`config.mk`:
```
export PLATFORM = sky130hd
export DESIGN_NAME = stream_rr_arbiter
export DESIGN_NICKNAME = d
export VERILOG_FILES = /design/src/rtl/stream_rr_arbiter.sv
export SDC_FILE = /design/constraint.sdc
export NUM_CORES = 1
export LEC_CHECK = 0
export ABC_AREA = 0
export BUFFER_PORTS_ARGS = -buffer_cell sky130_fd_sc_hd__buf_2
export CORE_MARGIN = 1.5
export CORE_UTILIZATION = 47
export CTS_CLUSTER_SIZE = 28
export DETAILED_ROUTE_END_ITERATION = 16
export GPL_ROUTABILITY_DRIVEN = 0
export PLACE_DENSITY_LB_ADDON = 0.08
export SYNTH_ARGS = -nofsm -noshare
export SYNTH_HDL_FRONTEND = slang
export SYNTH_SLANG_ARGS = --single-unit
```
`constraint.sdc`:
```
create_clock -name clk -period 3.7 [get_ports clk]
set_input_delay 0.74 -clock clk [delete_from_list [all_inputs] [get_ports clk]]
set_output_delay 0.74 -clock clk [all_outputs]
set_load 0.02 [all_outputs]
```
`src/rtl/stream_rr_arbiter.sv`:
```
// Two-input round-robin burst arbiter merging two 32-bit valid/rdy streams into
// one registered output stage, tagging each word with its source stream.
module stream_rr_arbiter #(
    parameter int BURST_LEN = 4,
    parameter int CNT_W     = 2
) (
    input  logic        clk,
    input  logic        rst,

    input  logic        s1i_valid,
    output logic        s1i_rdy,
    input  logic [31:0] s1i_data,

    input  logic        s2i_valid,
    output logic        s2i_rdy,
    input  logic [31:0] s2i_data,

    output logic        s1o_valid,
    input  logic        s1o_rdy,
    output logic [31:0] s1o_data,
    output logic        s1o_src,

    output logic [1:0]  grant
);

    typedef enum logic [1:0] {
        IDLE   = 2'd0,
        GRANT1 = 2'd1,
        GRANT2 = 2'd2
    } stateE;

    localparam logic [CNT_W-1:0] LAST_BEAT = CNT_W'(BURST_LEN - 1);

    stateE             stateQ, stateD;
    logic [CNT_W-1:0]  beatCntQ, beatCntD;
    logic              lastSrvQ, lastSrvD;
    logic              outFullQ;
    logic [31:0]       outDataQ;
    logic              outSrcQ;

    logic              loadOk;
    logic              curValid;
    logic              otherValid;
    logic              accept;
    logic              relGrant;

    // The output slot can take a new word when empty or when it drains this cycle.
    assign loadOk = ~outFullQ | s1o_rdy;

    always_ff @(posedge clk) begin
        if (rst) begin
            stateQ   <= IDLE;
            beatCntQ <= '0;
            lastSrvQ <= 1'b1;
        end else begin
            stateQ   <= stateD;
            beatCntQ <= beatCntD;
            lastSrvQ <= lastSrvD;
        end
    end

    always_comb begin
        stateD     = stateQ;
        beatCntD   = beatCntQ;
        lastSrvD   = lastSrvQ;
        curValid   = 1'b0;
        otherValid = 1'b0;
        accept     = 1'b0;
        relGrant   = 1'b0;
        unique case (stateQ)
            IDLE: begin
                // lastSrvQ=1 means stream 2 was served last, so stream 1 wins a tie.
                if (s1i_valid && s2i_valid) begin
                    stateD = lastSrvQ ? GRANT1 : GRANT2;
                end else if (s1i_valid) begin
                    stateD = GRANT1;
                end else if (s2i_valid) begin
                    stateD = GRANT2;
                end
            end
            GRANT1, GRANT2: begin
                curValid   = (stateQ == GRANT1) ? s1i_valid : s2i_valid;
                otherValid = (stateQ == GRANT1) ? s2i_valid : s1i_valid;
                accept     = curValid & loadOk;
                relGrant   = (accept && (beatCntQ == LAST_BEAT)) || (loadOk && !curValid);
                if (relGrant) begin
                    beatCntD = '0;
                    lastSrvD = (stateQ == GRANT2);
                    if (otherValid) begin
                        stateD = (stateQ == GRANT1) ? GRANT2 : GRANT1;
                    end else if (curValid) begin
                        stateD = stateQ;
                    end else begin
                        stateD = IDLE;
                    end
                end else if (accept) begin
                    beatCntD = beatCntQ + 1'b1;
                end
            end
            default: stateD = IDLE;
        endcase
    end

    always_comb begin
        s1i_rdy = 1'b0;
        s2i_rdy = 1'b0;
        grant   = 2'b00;
        unique case (stateQ)
            GRANT1: begin
                s1i_rdy = loadOk;
                grant   = 2'b01;
            end
            GRANT2: begin
                s2i_rdy = loadOk;
                grant   = 2'b10;
            end
            default: begin
                s1i_rdy = 1'b0;
                s2i_rdy = 1'b0;
                grant   = 2'b00;
            end
        endcase
    end

    always_ff @(posedge clk) begin
        if (rst) begin
            outFullQ <= 1'b0;
            outDataQ <= '0;
            outSrcQ  <= 1'b0;
        end else if (s1i_valid && s1i_rdy) begin
            outFullQ <= 1'b1;
            outDataQ <= s1i_data;
            outSrcQ  <= 1'b0;
        end else if (s2i_valid && s2i_rdy) begin
            outFullQ <= 1'b1;
            outDataQ <= s2i_data;
            outSrcQ  <= 1'b1;
        end else if (s1o_rdy) begin
            outFullQ <= 1'b0;
        end
    end

    assign s1o_valid = outFullQ;
    assign s1o_data  = outDataQ;
    assign s1o_src   = outSrcQ;

endmodule

```
Word level (Yosys, flattened, before mapping)
Cells that the tools add are included.
- bits in latches: 0
- input bits: 69
- word-level logic and storage cells: 53
- memories kept: 0
- memory bits (writable): 0
- bits in read-only memories: 0
- output and inout bits: 38
- bits in registers: 39
- reduce and logical (&&, ||, !) cells: 16
- magnitude comparators: 0
- multipliers: 0
- add/sub/neg operators: 1
- mux-type cells: 21
- bitwise operators: 3
- shifts and indexed selects: 0
- equal/unequal tests: 6
- divide/modulo/power cells: 0
- operator list (operator ; number):
    two-way mux 32 bit ; 2
    two-way mux 2 bit ; 10
    one-hot mux 2 bit (2 select lines) ; 2
    two-way mux 1 bit ; 7
    logical AND 1 bit ; 5
    equality test 2 bit (second input constant) ; 2
    inequality test 4 bit (second input constant) ; 1
    AND reduction 2 bit ; 2
    nonzero test 2 bit ; 2
    OR reduction 2 bit ; 2
    inequality test 3 bit (second input constant) ; 1
    AND reduction 3 bit ; 1
    nonzero test 3 bit ; 1
    adder 2 x 1 -> 2 bit (second input constant) ; 1
    equality test 2 x 1 -> 1 bit (second input constant) ; 1
    logical NOT 2 bit ; 1
    inequality test 2 bit (second input constant) ; 1
    bitwise AND 1 bit ; 1
    logical NOT 1 bit ; 1
    logical OR 1 bit ; 1
    NOT 1 bit ; 1
    bitwise OR 1 bit ; 1

Depth between registers and ports, before layout
Gate-level depths: netlist (run 1).
- depth in word-level cells: 7
- mapped depth: 7

Least setup slack after synthesis (run 1)
No wires, ideal clock.
- path kind: in2out
- start point: in s1o_rdy
- end point: out s1i_rdy
- stages: 3
- data arrival time: 1.212 ns
- setup slack: 1.748 ns
- cells stage by stage: nand2b_4 > buf_6 > and2_2
- word-level cells in the longest chain between the ends: 2
- ends and longest elaborated chain (what ; RTL line ; text):
    from (decl) ; 19 ; input logic s1o_rdy,
    bitwise OR 1 bit ; 48 ; assign loadOk = ~outFullQ | s1o_rdy;
    two-way mux 1 bit ; 108 ; unique case (stateQ)
    to (decl) ; 11 ; output logic s1i_rdy,
Every way passes these cells.

Final worst setup path (run 1)
- start point: reg stateQ[1]
- end point: reg outDataQ[15] (netlist: s1o_data[15])
- word-level cells in the longest chain between the ends: 4
- elaborated cells between the ends (all ways): 8
- classes of those cells: eq/ne (2); mux (3); reduce/logical (3)
- ends and longest elaborated chain (what ; RTL line ; text):
    from (decl) ; 34 ; stateE stateQ, stateD;
    from (signal assigned) ; 56 ; stateQ <= stateD;
    equality test 2 x 1 -> 1 bit or equality test 2 bit (tied branches) ; 108 ;
    two-way mux 1 bit ; 108 ;
    logical AND 1 bit (on tied branches) ; 130, 134 ;
    two-way mux 32 bit or nonzero test 2 bit (tied branches) ; - ;
    to (signal assigned) ; 132 ; outDataQ <= s1i_data;
    to (signal assigned) ; 136 ; outDataQ <= s2i_data;
    to (decl) ; 38 ; logic [31:0] outDataQ;
Several ways; a longest one is shown, not always the timed one.
A chain may end at the register's enable or synchronous reset.

==> results_dict.tcl, run 1 <==
set metrics [dict create \
    drt-wirelength-per-cell_um 12.9 \
    synth_fp_nets 272 \
    pwr_density_cell_nw_per_um2 674 \
    initialDrtViolationCount 98 \
    async_flop_share_pct 0 \
    ys_warn_count 0 \
    wirelength_um 4480 \
    crit_chain "inv_1 -> ha_1 -> nand3_2 -> buf_4 -> nor2_1 -> a211oi_1" \
    grt_first_pass_wirelength_um 7050 \
    max_clock_freq_mhz 430 \
    netlist_instances 197 \
    p_leak_uw 0.00138 \
    tightestPinTransition_ns 0.889 \
    crit_path_max_fanout 49 \
    tns_ns 0 \
    seq_area_frac_synth_pct 40.4 \
    synthSimpleGateAreaFrac_pct 13.0 \
    startpoint_type "register" \
    rsz0062_at_grt "false" \
    regArea_um2 781 \
    via_count 1775 \
    ctsHoldBuffers 0 \
    dieArea_um2 4500 \
    final_nets 371 \
    muxShareOfSynthArea_pct 18.1 \
    n_fill_cell 374 \
    fp.dieH_um 67.1 \
    max_stage_delay_ns 0.74 \
    finalCritPeriodShare_pct 62.9 \
    slew_violations 0 \
    critPathTopFamily "simple AND/OR/NAND/NOR gates" \
    synth_fa_ha_area_share_pct 3.89 \
    hold_depth 2 \
    grt_max_degree 50 \
    placedCellCount 339 \
    outcome "finished, final reports clean" \
    avgSynthCellArea_um2 9.80 \
    synth-compound-area-share_pct 16.9 \
    setup-violations-final 0 \
    grt-ovfl-total 0 \
    crit_cells 6 \
    via_per_inst 5.13 \
    cts_made_buffers 5 \
    fin_cells 346 \
    synthFlopType "dfxtp_1" \
    synth_xor_area_share_pct 0 \
    finalHoldViolations 0 \
    vdd_drop_max_mv 0.304 \
    critical-path-slowest-cell "nand3_2" \
    synth_top_family_by_area "multiplexers" \
    ioPinCount 107 \
    ys_ff_latch 39 \
    worst-setup-path-type "reg2reg" \
    cts_tree "yes" \
    synth_area_um2 1930 \
    worstSkewPairLatency_ns 0.28 \
    layout_min_cycle_time_ns 2.33 \
    drive_gt1_share_pct 40.9 \
    die_w_um 67.1 \
    synth_edf_count 0 \
    grt_antenna_before_repair 0 \
    post-cts-setup-buffers 0 \
    synth.distinct_cells 31 \
    clk_transition_reported_paths_ns 0.07 \
    final_common_cell "buf_2" \
    core_area_um2 3970 \
    cts_root_buf "clkbuf_8" \
    ff2ff_path_depth 6 \
    final_cell_mix "buf_2 (106), dfxtp_1 (39), mux2i_1 (35), nor2_1 (34), a211oi_1 (32)" \
    maxCapViolCount 0 \
    hold_path_class "reg2reg" \
    h-tree-depth 2 \
    floorplan.rows 23 \
    cts_resized 0 \
    antennaDiodeCount 0 \
    place_hpwl_um 3140 \
    arrival_ns 2.45 \
    antenna_left 0 \
    crit_path_end_kind "register" \
    multi_input_area_um2 1010 \
    cts_buffer_depth 2 \
    cp_num_buf_inv 2 \
    worst_clock_skew_ns 0.00342 \
    grt_pass1_vias 1671 \
    max-slew-margin-rel_pct 40.7 \
    required_ns 3.83 \
    start_util_pct 48.6 \
    drtPass1Iterations 4 \
    clock_sinks 39 \
    io_buffers 106 \
    route.detailed.drc 0 \
    power_uw 1680 \
    synthToLayoutAreaGrowth_pct 29.4 \
    grt_use_total_pct 20.7 \
]
==> report_power, final <==
part / leakage, uW / switching (uW) / internal (uW)
clock network: 0.0000470 / 140 / 146
logic: 0.00102 / 455 / 327
registers: 0.000318 / 70.6 / 546
==> metal layers <==
metal	global-route usage (%)	vias to the layer above	wire, um
met2	36.0	69	2130
met3	5.24	5	335
met5	0	-	0
met1	24.2	797	1960
li1	-	904	-
met4	7.91	0	50
==> sequential cells by signal, indices dropped and copies added (netlist names) <==
name,flops
beatCntQ,2
lastSrvQ,1
s1o_data,32
s1o_src,1
s1o_valid,1
stateQ,2
==> metrics by stage <==
step / utilization (%) / instance area (um2) / worst slack, ns / hold WS (ns)
after detailed placement: 60.7 / 2410 / 1.17 / 0.458
after CTS: 62.9 / 2500 / 1.35 / 0.469
final: 62.9 / 2500 / 1.37 / 0.462
after global placement: 60.7 / 2410 / 1.24 / 0.446
after global routing: 62.9 / 2500 / 1.10 / 0.484
after floorplan: - / 1930 / 1.75 / 0.436
==> worst min-delay path, stage by stage, from the launching register on <==
cell	delay [ns]
dfxtp_1	0.32
nand2_1	0.05
a21oi_1	0.05
==> path summary, 6_finish.rpt <==
path / end / from / slack (ns)
worst max-delay path: s1o_data[15] / stateQ[1] / 1.37
worst min-delay path: beatCntQ[1] / beatCntQ[1] / 0.46
worst max register to register: s1o_data[15] / stateQ[1] / 1.37
worst min register to register: beatCntQ[1] / beatCntQ[1] / 0.46
==> final cells by class <==
cell class                 instances  area share [%]
multi-input combinational        138            40.3
sequential                        39            31.2
timing repair buffer             108            21.8
clock buffer                       6            3.30
tap                               50            2.50
inverter                           4           0.601
clock inverter                     1           0.200
==> synth_stat cells, drive strengths merged, types with 2 or more instances <==
master / n / area, um2
dfxtp: 39 / 781
a211o: 2 / 17.5
nand3: 2 / 15.0
nor2: 34 / 128
a211oi: 32 / 240
mux2i: 35 / 350
nand2b: 5 / 38.8
inv: 4 / 15.0
buf: 10 / 110
ha: 6 / 75.1
nor2b: 2 / 12.5
clkbuf: 6 / 22.5
nand2: 5 / 18.8
a21oi: 3 / 15.0
and2: 2 / 15.0
==> cells by family after synthesis <==
group                      count (synthesis)
and+or+nand+nor                           53
AOI/OAI and AO/OA                         44
DFF                                       39
muxes                                     35
buffers and inverters                     20
adders and majority gates                  6
Power figures use the tool's default switching activity.
==> run 2: changes to the inputs <==
--- a/config.mk
+++ b/config.mk
@@ -8,7 +8,7 @@
 export ABC_AREA = 0
 export BUFFER_PORTS_ARGS = -buffer_cell sky130_fd_sc_hd__buf_2
 export CORE_MARGIN = 1.5
-export CORE_UTILIZATION = 47
+export CORE_UTILIZATION = 40
 export CTS_CLUSTER_SIZE = 28
 export DETAILED_ROUTE_END_ITERATION = 16
 export GPL_ROUTABILITY_DRIVEN = 0
==> constraint.sdc (replaced) <==
create_clock -name clk -period 1.99 [get_ports clk]
set_input_delay 0.398 -clock clk [delete_from_list [all_inputs] [get_ports clk]]
set_output_delay 0.398 -clock clk [all_outputs]
set_load 0.02 [all_outputs]
==> run 2 against run 1 <==
Effect of this change:
- routed wire length up 2.2%
- count of clock-buffer cells in the layout is the same
- sequential power grew 85%
- largest cell class unchanged
- combinational power increased by 88%
- core utilization is 9.0 points lower
- highest routed layer unchanged
- global-route usage shrank 3.1 points
==> results_dict.tcl, run 2 (synthesis gave the netlist of run 1 again) <==
set metrics [dict create \
    outcome "finished, final reports clean" \
    floorplan.rows 25 \
    p_leak_uw 0.00139 \
    r2r-start "stateQ[0]" \
    max-slew-margin-rel_pct 78.8 \
    synthToLayoutAreaGrowth_pct 31.0 \
    reg2reg_slack_ns 0.31 \
    vdd_drop_max_mv 0.564 \
    pwr_density_cell_nw_per_um2 1240 \
    cts_tree "yes" \
    final_area_um2 2530 \
    cts_resized 0 \
    worstSkewPairLatency_ns 0.29 \
    largest_reg_flops 32 \
    ff2ff_path_depth 5 \
    grt_pass1_vias 1609 \
    worstHoldStart "s1i_data[25]" \
    clock_sinks 39 \
    clk_transition_reported_paths_ns 0.08 \
    finalHoldViolations 0 \
    core_area_um2 4690 \
    initialDrtViolationCount 132 \
    worst-setup-path-type "reg2out" \
    hold_path_class "in2reg" \
    drtPass1Iterations 4 \
    grt_use_total_pct 17.6 \
    start_util_pct 41.1 \
    tns_ns 0 \
    r2r_end "beatCntQ[0]" \
    arrival_ns 1.44 \
    drive_gt1_share_pct 41.1 \
    hold_depth 3 \
    antennaDiodeCount 0 \
    grt_antenna_before_repair 0 \
    drt-wirelength-per-cell_um 13.0 \
    power_uw 3140 \
    crit_path_end_kind "output pin" \
    final_cell_mix "buf_2 (106), dfxtp_1 (39), mux2i_1 (35), nor2_1 (34), a211oi_1 (32)" \
    cts_buffer_depth 2 \
    finalCritPeriodShare_pct 92.5 \
    worst_clock_skew_ns 0.00751 \
    setup-violations-final 0 \
    post-cts-setup-buffers 0 \
    via_count 1778 \
    antenna_left 0 \
    final_nets 373 \
    crit_path_max_fanout 8 \
    grt-ovfl-total 0 \
    io_buffers 106 \
    tightestPinTransition_ns 0.318 \
    setup_ws_ns 0.149 \
    final_common_cell "buf_2" \
    n_fill_cell 482 \
    hold_end "s1o_data[25]" \
    h-tree-depth 2 \
    die_w_um 72.5 \
    via_per_inst 5.04 \
    startpoint_type "register" \
    fin_hold_ws_ns 0.378 \
    route.detailed.drc 0 \
    grt_first_pass_wirelength_um 7260 \
    grt_max_degree 66 \
    max_clock_freq_mhz 543 \
    cts_root_buf "clkbuf_8" \
    maxCapViolCount 0 \
    ioPinCount 107 \
    slew_violations 0 \
    ctsHoldBuffers 0 \
    rsz0062_at_grt "false" \
    fp.dieH_um 72.5 \
    place_area_um2 2440 \
    layout_min_cycle_time_ns 1.84 \
    cts_made_buffers 5 \
    wirelength_um 4570 \
    dpl_worst_slack_ns 0.322 \
    place_hpwl_um 3270 \
    required_ns 1.59 \
    dieArea_um2 5250 \
]
[run 2: cell count changes in the layout (fill, tap and decap cells not counted), sizes merged]
cell	change
clkinvlp	+1
buf	+2
[run 2: through the flow]
stage | cells | utilization (%)
floorplan | 197 | -
global placement | 345 | 52.1
detailed placement | 345 | 52.1
CTS | 353 | 53.9
global route | 353 | 53.9
finish | 353 | 53.9
[run 2: worst max-delay path, cell delays in order, from the launching register on]
cell and delay, ns:
dfxtp_1 0.40, inv_1 0.08, ha_1 0.29, and2_2 0.22
buf_2 0.16
[run 2: worst max-delay path by stage]
| stage | slack (ns) | start | endpoint | depth (start not counted) |
|---|---|---|---|---|
| 2_1_floorplan | 0.38 | stateQ[1] | lastSrvQ | 6 |
| 3_3_place_gp | 0.36 | stateQ[0] | stateQ[0] | 6 |
| 3_5_place_dp | 0.32 | stateQ[1] | stateQ[0] | 6 |
| 4_1_cts | 0.14 | stateQ[1] | s1i_rdy | 4 |
| 5_1_grt | 0.04 | stateQ[1] | s1i_rdy | 4 |
| 6_report | 0.15 | stateQ[1] | s1i_rdy | 4 |
[run 2: report_power, final]
part	internal [uW]	switching [uW]	total, uW
sequential	1010	131	1140
clock	245	284	529
combinational	622	848	1470
[run 2: final cells by class]
| type | instances | area [um2] | share of cell area (%) |
|---|---|---|---|
| well taps | 54 | 67.6 | 2.67 |
| repair buffers | 110 | 573 | 22.7 |
| clock inverters | 2 | 12.5 | 0.495 |
| multi-input cells | 138 | 1010 | 39.8 |
| inverters | 4 | 15.0 | 0.594 |
| flip-flops and latches | 39 | 781 | 30.9 |
| clock buffers | 6 | 72.6 | 2.87 |
[run 2: routing by layer]
| layer | part of all wire [%] | track usage, % |
|---|---|---|
| met1 | 45 | 22.4 |
| met2 | 46 | 28.8 |
| met3 | 7.7 | 4.72 |
| met4 | 1.4 | 6.29 |
| met5 | 0 | 0 |
==> run 3: changes to the inputs <==
--- a/config.mk
+++ b/config.mk
@@ -8,7 +8,7 @@
 export ABC_AREA = 0
 export BUFFER_PORTS_ARGS = -buffer_cell sky130_fd_sc_hd__buf_2
 export CORE_MARGIN = 1.5
-export CORE_UTILIZATION = 40
+export CORE_UTILIZATION = 47
 export CTS_CLUSTER_SIZE = 28
 export DETAILED_ROUTE_END_ITERATION = 16
 export GPL_ROUTABILITY_DRIVEN = 0
==> constraint.sdc (replaced) <==
create_clock -name clk -period 2.4 [get_ports clk]
set_input_delay 0.48 -clock clk [delete_from_list [all_inputs] [get_ports clk]]
set_output_delay 0.48 -clock clk [all_outputs]
set_load 0.02 [all_outputs]
==> run 3 against run 2 <==
Effect of this change:
- final cell count down 1.4%
- count of clock-buffer cells in the layout stayed put
- register-to-register slack better by 0.30 ns
- global-route usage is 1.9 points higher
- highest routed layer unchanged
==> results_dict.tcl, run 3 (synthesis gave the netlist of run 1 again) <==
set metrics [dict create \
    arrival_ns 1.47 \
    rsz0062_at_grt "false" \
    drtPass1Iterations 4 \
    setup-violations-final 0 \
    required_ns 1.92 \
    ctsHoldBuffers 0 \
    setup_ws_ns 0.450 \
    max_stage_delay_ns 0.42 \
    floorplan.rows 23 \
    antennaDiodeCount 0 \
    tns_ns 0 \
    clock_sinks 39 \
    crit_path_max_fanout 8 \
    core_area_um2 3970 \
    critPathTopFamily "flip-flops" \
    placedCellCount 340 \
    grt_pass1_vias 1590 \
    die_w_um 67.1 \
    vdd_drop_max_mv 0.570 \
    synthToLayoutAreaGrowth_pct 30.3 \
    via_per_inst 5.09 \
    final_cell_mix "buf_2 (106), dfxtp_1 (39), mux2i_1 (35), nor2_1 (34), a211oi_1 (32)" \
    r2r_end "s1o_data[20]" \
    post-cts-setup-buffers 0 \
    max_clock_freq_mhz 513 \
    finalCritPeriodShare_pct 81.2 \
    io_buffers 106 \
    endpoint "s1i_rdy" \
    ioPinCount 107 \
    finalHoldViolations 0 \
    grt-ovfl-total 0 \
    p_leak_uw 0.00139 \
    grt_use_total_pct 19.6 \
    r2r-start "stateQ[0]" \
    final_nets 372 \
    slew_violations 0 \
    fp.dieH_um 67.1 \
    final_common_cell "buf_2" \
    cts_root_buf "clkbuf_8" \
    critical-path-slowest-cell "dfxtp_1" \
    drive_gt1_share_pct 40.9 \
    hold_depth 2 \
    grt_max_degree 66 \
    antenna_left 0 \
    wirelength_um 4410 \
    via_count 1773 \
    grt_antenna_before_repair 0 \
    grt_first_pass_wirelength_um 6710 \
    route.detailed.drc 0 \
    worst-setup-path-type "reg2out" \
    pwr_density_cell_nw_per_um2 1040 \
    crit_path_end_kind "output pin" \
    crit_start "stateQ[1]" \
    cts_buffer_depth 2 \
    clk_transition_reported_paths_ns 0.08 \
    ff2ff_path_depth 6 \
    fin_cells 348 \
    outcome "finished, final reports clean" \
    initialDrtViolationCount 50 \
    worstSkewPairLatency_ns 0.29 \
    cts_made_buffers 5 \
    n_fill_cell 367 \
    crit_chain "inv_1 -> ha_1 -> and2_2 -> buf_2" \
    maxCapViolCount 0 \
    h-tree-depth 2 \
    cts_tree "yes" \
    reg2reg_slack_ns 0.61 \
    crit_cells 4 \
    layout_min_cycle_time_ns 1.95 \
    fin_hold_ws_ns 0.459 \
    cts_resized 0 \
    place_hpwl_um 3140 \
    startpoint_type "register" \
    max-slew-margin-rel_pct 51.4 \
    cp_num_buf_inv 2 \
    drt-wirelength-per-cell_um 12.7 \
    start_util_pct 48.6 \
    largest_reg_flops 32 \
    hold_path_class "reg2reg" \
    dieArea_um2 4500 \
    power_uw 2600 \
    tightestPinTransition_ns 0.729 \
    dpl_worst_slack_ns 0.603 \
    worst_clock_skew_ns 0.00553 \
]
## run 3: cell count changes in the layout (fill, tap and decap cells not counted)
cell / delta
buf_4: -1
## run 3: final cells by class
cell class	instances	area (um2)	area share, %
Inverter	4	15.0	0.597
Clock buffer	6	72.6	2.88
Multi-Input combinational cell	138	1010	40.0
Timing Repair Buffer	109	566	22.5
Sequential cell	39	781	31.0
Clock inverter	2	12.5	0.497
Tap cell	50	62.6	2.49
## run 3: how the worst min path moves through the flow
| stage | startpoint | endpoint | slack, ns |
|---|---|---|---|
| after floorplan | beatCntQ[1] | beatCntQ[1] | 0.44 |
| after global placement | beatCntQ[1] | beatCntQ[1] | 0.45 |
| after detailed placement | beatCntQ[1] | beatCntQ[1] | 0.45 |
| after CTS | beatCntQ[1] | beatCntQ[1] | 0.46 |
| after global routing | s1i_data[10] | s1o_data[10] | 0.47 |
| final | beatCntQ[1] | beatCntQ[1] | 0.46 |
## run 3: where the power goes
group / internal, uW / switching (uW) / total, uW
clock: 203 / 228 / 431
combinational: 515 / 707 / 1220
sequential: 841 / 111 / 952
## run 3: worst register-to-register path: cells and delay by family (launching register included)
| kind | cells | cell delay, ns |
|---|---|---|
| and+or+nand+nor | 1 | 0.24 |
| buffers and inverters | 2 | 0.43 |
| adders and majority gates | 1 | 0.26 |
| muxes | 1 | 0.22 |
| DFF | 1 | 0.40 |
| AOI/OAI and AO/OA | 1 | 0.09 |
## run 3: routing by layer
layer | part of all wire (%) | up-vias | global-route usage, %
met1 | 45 | 805 | 22.9
met4 | 1.0 | 0 | 6.89
met5 | 0 | - | 0
li1 | - | 905 | -
met3 | 6.1 | 5 | 5.07
met2 | 48 | 58 | 34.2
## run 3: metrics by stage
step	cell area [um2]	utilization, %
5_1_grt	2520	63.4
2_1_floorplan	1930	-
6_report	2520	63.4
3_5_place_dp	2430	61.2
3_3_place_gp	2430	61.2
4_1_cts	2520	63.4
